===== src/rtl/lfo_pkg.sv =====
// Shared types and constants for the LFO configuration controller.
// Holds the FSM state encoding, reset defaults and the wave sample width.
package lfo_pkg;

  typedef enum logic [1:0] {
    ST_IDLE    = 2'd0,
    ST_PENDING = 2'd1,
    ST_RAMP    = 2'd2
  } lfo_state_e;

  localparam logic [3:0] DEFAULT_FREQ  = 4'd3;
  localparam int         TIMEOUT_TICKS = 4096;
  localparam int         WAVE_W        = 14;
  localparam int         CNT_W         = 12;
  localparam int         CODE_W        = 4;

endpackage


===== src/rtl/lfo_zc_det.sv =====
// Zero-crossing detector on the generator feedback sample.
// Flags a crossing when a fresh sample is zero or flips sign against the previous fresh sample.
module lfo_zc_det
  import lfo_pkg::*;
#(
  parameter int DATA_W = WAVE_W
) (
  input  logic                     clk_i,
  input  logic                     rst_i,
  input  logic                     newVal_i,
  input  logic signed [DATA_W-1:0] wave_i,
  output logic                     zc_o
);

  logic signQ_q;
  logic signQ_d;
  logic waveNeg;
  logic waveZero;

  assign waveNeg  = wave_i[DATA_W-1];
  assign waveZero = (wave_i == '0);

  always_comb begin
    signQ_d = signQ_q;
    if (newVal_i) begin
      signQ_d = waveNeg;
    end
  end

  always_ff @(posedge clk_i or posedge rst_i) begin
    if (rst_i) begin
      signQ_q <= 1'b0;
    end else begin
      signQ_q <= signQ_d;
    end
  end

  assign zc_o = newVal_i && (waveZero || (waveNeg != signQ_q));

endmodule


===== src/rtl/lfo_ctrl.sv =====
// LFO configuration controller: accepts a new frequency/depth, waits for a zero crossing
// (or a tick timeout) to switch frequency, then ramps depth one step per update tick.
module lfo_ctrl
  import lfo_pkg::*;
#(
  parameter logic [3:0] DEFAULT_FREQ  = lfo_pkg::DEFAULT_FREQ,
  parameter int         TIMEOUT_TICKS = lfo_pkg::TIMEOUT_TICKS
) (
  input  logic                     clk_i,
  input  logic                     rst_i,
  input  logic                     sampleTick_i,
  input  logic                     cfgValid_i,
  input  logic [CODE_W-1:0]        freqReq_i,
  input  logic [CODE_W-1:0]        scaleReq_i,
  output logic                     cfgReady_o,
  input  logic signed [WAVE_W-1:0] wave_i,
  input  logic                     newVal_i,
  output logic                     lfoUpdate_o,
  output logic [CODE_W-1:0]        freqSetting_o,
  output logic [CODE_W-1:0]        scaleFactor_o,
  output logic                     busy_o
);

  // The counter holds TIMEOUT_TICKS-1 when the final pulse arrives, so 4096 fits in 12 bits.
  localparam logic [CNT_W-1:0] TO_LAST = CNT_W'(TIMEOUT_TICKS - 1);

  lfo_state_e          state_q, state_d;
  logic [CODE_W-1:0]   tgtFreq_q, tgtFreq_d;
  logic [CODE_W-1:0]   tgtScale_q, tgtScale_d;
  logic [CODE_W-1:0]   freq_q, freq_d;
  logic [CODE_W-1:0]   scale_q, scale_d;
  logic [CNT_W-1:0]    cnt_q, cnt_d;
  logic                lfoUpdate_q;
  logic                zc;
  logic                timeout;
  logic                goRamp;
  logic                atTarget;

  function automatic logic [CODE_W-1:0] step_toward(input logic [CODE_W-1:0] cur,
                                                    input logic [CODE_W-1:0] tgt);
    logic [CODE_W-1:0] nxt;
    nxt = cur;
    if (cur < tgt) begin
      nxt = cur + 4'd1;
    end else if (cur > tgt) begin
      nxt = cur - 4'd1;
    end
    return nxt;
  endfunction

  lfo_zc_det #(
    .DATA_W (WAVE_W)
  ) u_zc (
    .clk_i    (clk_i),
    .rst_i    (rst_i),
    .newVal_i (newVal_i),
    .wave_i   (wave_i),
    .zc_o     (zc)
  );

  assign timeout  = (state_q == ST_PENDING) && lfoUpdate_q && (cnt_q == TO_LAST);
  assign goRamp   = (state_q == ST_PENDING) && (zc || timeout);
  assign atTarget = (scale_q == tgtScale_q);

  always_ff @(posedge clk_i or posedge rst_i) begin
    if (rst_i) begin
      state_q <= ST_IDLE;
    end else begin
      state_q <= state_d;
    end
  end

  always_comb begin
    state_d = state_q;
    case (state_q)
      ST_IDLE:    if (cfgValid_i) state_d = ST_PENDING;
      ST_PENDING: if (goRamp)     state_d = ST_RAMP;
      ST_RAMP:    if (atTarget)   state_d = ST_IDLE;
      default:                    state_d = ST_IDLE;
    endcase
  end

  always_comb begin
    cfgReady_o = (state_q == ST_IDLE);
    busy_o     = (state_q != ST_IDLE);
  end

  always_comb begin
    tgtFreq_d  = tgtFreq_q;
    tgtScale_d = tgtScale_q;
    freq_d     = freq_q;
    scale_d    = scale_q;
    cnt_d      = cnt_q;
    case (state_q)
      ST_IDLE: begin
        if (cfgValid_i) begin
          tgtFreq_d  = freqReq_i;
          tgtScale_d = scaleReq_i;
          cnt_d      = '0;
        end
      end
      ST_PENDING: begin
        if (lfoUpdate_q) begin
          cnt_d = cnt_q + 12'd1;
        end
        if (goRamp) begin
          freq_d = tgtFreq_q;
        end
      end
      ST_RAMP: begin
        if (!atTarget && lfoUpdate_q) begin
          scale_d = step_toward(scale_q, tgtScale_q);
        end
      end
      default: ;
    endcase
  end

  // Targets are cleared too, so an interrupted change leaves nothing behind.
  always_ff @(posedge clk_i or posedge rst_i) begin
    if (rst_i) begin
      tgtFreq_q   <= DEFAULT_FREQ;
      tgtScale_q  <= '0;
      freq_q      <= DEFAULT_FREQ;
      scale_q     <= '0;
      cnt_q       <= '0;
      lfoUpdate_q <= 1'b0;
    end else begin
      tgtFreq_q   <= tgtFreq_d;
      tgtScale_q  <= tgtScale_d;
      freq_q      <= freq_d;
      scale_q     <= scale_d;
      cnt_q       <= cnt_d;
      lfoUpdate_q <= sampleTick_i;
    end
  end

  assign lfoUpdate_o   = lfoUpdate_q;
  assign freqSetting_o = freq_q;
  assign scaleFactor_o = scale_q;

endmodule


===== config.mk =====
export PLATFORM = sky130hd
export DESIGN_NAME = lfo_ctrl
export DESIGN_NICKNAME = d
export VERILOG_FILES = /design/src/rtl/lfo_pkg.sv /design/src/rtl/lfo_zc_det.sv /design/src/rtl/lfo_ctrl.sv
export SDC_FILE = /design/constraint.sdc
export NUM_CORES = 1
export LEC_CHECK = 0
export ABC_AREA = 1
export BUFFER_PORTS_ARGS = -buffer_cell sky130_fd_sc_hd__buf_2
export CELL_PAD_IN_SITES_DETAIL_PLACEMENT = 1
export CELL_PAD_IN_SITES_GLOBAL_PLACEMENT = 2
export CORE_MARGIN = 8
export CORE_UTILIZATION = 28
export DETAILED_ROUTE_END_ITERATION = 8
export PLACE_DENSITY_LB_ADDON = 0.15
export REMOVE_ABC_BUFFERS = 1
export SYNTH_ARGS = -nofsm -noshare
export SYNTH_HDL_FRONTEND = slang
export SYNTH_SLANG_ARGS = --single-unit

===== constraint.sdc =====
create_clock -name clk_i -period 2.03 [get_ports clk_i]
set_input_delay 0.406 -clock clk_i [delete_from_list [all_inputs] [get_ports clk_i]]
set_output_delay 0.406 -clock clk_i [all_outputs]
set_load 0.01 [all_outputs]

==> out/metrics.cfg <==
[synthesis]
synth-seq-cells = 32
synth_top_area_share = 0.402
syn_avg_cell_area_sq_um = 8.31
yosysWarnings = 0
synth_area_sq_mm = 0.00174
synth_area_leaders = dfrtp_1, nand2_1, dfstp_2
syn_inst = 210
synth_seq_area_share = 0.462
synth.distinct_cells = 29
synth_area_leader_cell = dfrtp_1

[job]
cap_violations = 0

[global_routing]
grt_pass1_vias = 1660
grt_overflow_total = 0
antenna_found_initial = 0
grt_pass1_wl_mm = 7.78
grtUsageTotal = 0.110
grt_max_degree = 33

[cells_and_area]
synthToLayoutAreaGrowth_pct = 29.3
final_area_sq_mm = 0.00225
drive_above_1_share = 0.341
diodes = 0
final_cells = 336
nets = 295
layout_commonest_cell = nand2_1
layout_common_cells = nand2_1, buf_2, dfrtp_1, inv_1, nand3_1
utilization = 0.379
fillers = 749

[route]
wl_mm = 4.46
dr.pass1.iters = 4
vias = 1516
drt-vias-per-instance = 4.51
routedWlPerCell_um = 13.3
drtIter0Drc = 25
drtAntennaViolNets = 0
drcViolationCount = 0

[floorplanning]
num_rows = 28
core_sq_mm = 0.00596
die_w_um = 94.9
die_area_sq_mm = 0.00901
die_h_um = 94.9
initial_core_util = 0.293
io_pins = 38

[worst_setup_path]
crit_fanout = 4
crit_type = reg -> reg
cp.required_ns = 2.22
worstSetupStartpointType = register
r2r_slack_ns = 0.08
cp.arrival_ns = 2.14
cp-end-kind = register

[clock_network]
clk_pin_slew_ns = 0.08
htreeDepth = 2
cts-buffers-inserted = 5
cts_tree = done
clk_latency_ns = 0.29
cts.sinks = 32
cts_root_buf = clkbuf_8
cts_max_path_buffers = 2

[timing]
rsz0062_at_grt = yes
tightest_slew_ns = 0.428
slew_headroom = 0.714
max_freq_mhz = 513
setup_violations = 0
skew_ns = 0.00840
min_period_ns = 1.95
post-route-period-util = 0.960
finalHoldViolCount = 0
slew_violations = 0
hold-worst-slack_ns = 0.198

[placement]
dp.cells = 327
gp_congestion = 0.749
io_buffer_count = 37
place_area_sq_mm = 0.00207
place_hpwl_mm = 3.48

[pwr]
total_leakage_power_nw = 1.13
p_per_area_mw_per_mm2 = 1450
total_power_mw = 3.28
ir_drop_v = 0.000694

[run_status]
outcome = finished, final reports clean

[min_path]
hold_class = in -> async

-- worst paths after layout --
check | from | to | depth (start not counted)
worst max-delay path | scaleFactor_o[1]$_DFFE_PP0P_ | scaleFactor_o[3]$_DFFE_PP0P_ | 12
worst min-delay path | rst_i | state_q[1]$_DFFE_PP0P_ | 3
worst max register to register | scaleFactor_o[1]$_DFFE_PP0P_ | scaleFactor_o[3]$_DFFE_PP0P_ | 12
worst min register to register | freqSetting_o[1]$_DFFE_PP1P_ | freqSetting_o[1]$_DFFE_PP1P_ | 2
max in group asynchronous | rst_i | tgtFreq_q[1]$_DFFE_PP1P_ | 3
min in group clk_i | sampleTick_i | lfoUpdate_o$_DFF_PP0_ | 1
-- layout make-up --
type,count,area (sq um),share of cell area
Clock buffer,5,68.8,0.0305
Clock inverter,3,23.8,0.0105
Inverter,25,93.8,0.0416
Multi-Input combinational cell,150,912,0.405
Sequential cell,32,806,0.357
Tap cell,75,93.8,0.0416
Timing Repair Buffer,46,256,0.114
-- stage by stage --
stage | setup TNS [ns] | setup WS, ns
after global routing | -0.194 | -0.120
after detailed placement | -0.0267 | -0.0267
after global placement | 0 | 0.0404
final | 0 | 0.0822
after floorplan | 0 | 0.0390
after CTS | 0 | 0.0201
-- worst max-delay path, cell delays in order (launching register included) --
cell and delay, ns:
dfrtp_1 0.41, ha_4 0.28, inv_2 0.03, o21bai_1 0.14, nand3_1 0.15, nand2_4 0.13, ha_4 0.23, nand2_2 0.07
nand2_2 0.05, nor2_1 0.08, nand3_1 0.11, nand4_1 0.10, nand2_1 0.06
-- cell families after synthesis --
kind of cell | Yosys count | synth area share
AOI/OAI and AO/OA | 25 | 0.0775
xor gates and xnor gates | 3 | 0.0151
adders and majority gates | 8 | 0.0617
muxes | 1 | 0.00646
and+or+nand+nor | 113 | 0.313
buffers and inverters | 28 | 0.0638
DFF | 32 | 0.462
-- power by group --
group          internal, mW  switching (mW)  total, mW
logic                 0.805           0.982       1.79
registers             0.852           0.128      0.980
clock network         0.243           0.270      0.513
-- timing repair --
action	4_1_cts	5_1_grt
pin swaps	1	13
gates resized for setup	3	15
buffers inserted	0	2
hold buffers	0	0
setup endpoints to repair	1	3
-- routing by layer --
metal	global-route usage	routed length (um)
met5	0	0
met4	0.0390	67
met3	0.0302	137
met2	0.185	2280
met1	0.131	1980
-- synthesized netlist by cell type, drive strengths merged --
| cell type | n |
|---|---|
| mux2 | 1 |
| buf | 3 |
| dfstp | 4 |
| xor2 | 2 |
| or2 | 1 |
| a2bb2oi | 1 |
| inv | 25 |
| fa | 1 |
| nor2 | 20 |
| dfrtp | 28 |
| o21bai | 1 |
| xnor2 | 1 |
| nand3 | 18 |
| nor3 | 3 |
| o21ai | 15 |
| ha | 7 |
| nand4 | 7 |
| a21oi | 8 |
| nand2 | 64 |
-- flip-flops by register name, indices dropped and copies added, names as in the netlist --
name           flops
tgtScale_q         4
tgtFreq_q          4
scaleFactor_o      4
freqSetting_o      4
lfoUpdate_o        1
u_zc.signQ_q       1
cnt_q             12
state_q            2
(Power assumes the default switching activity.)
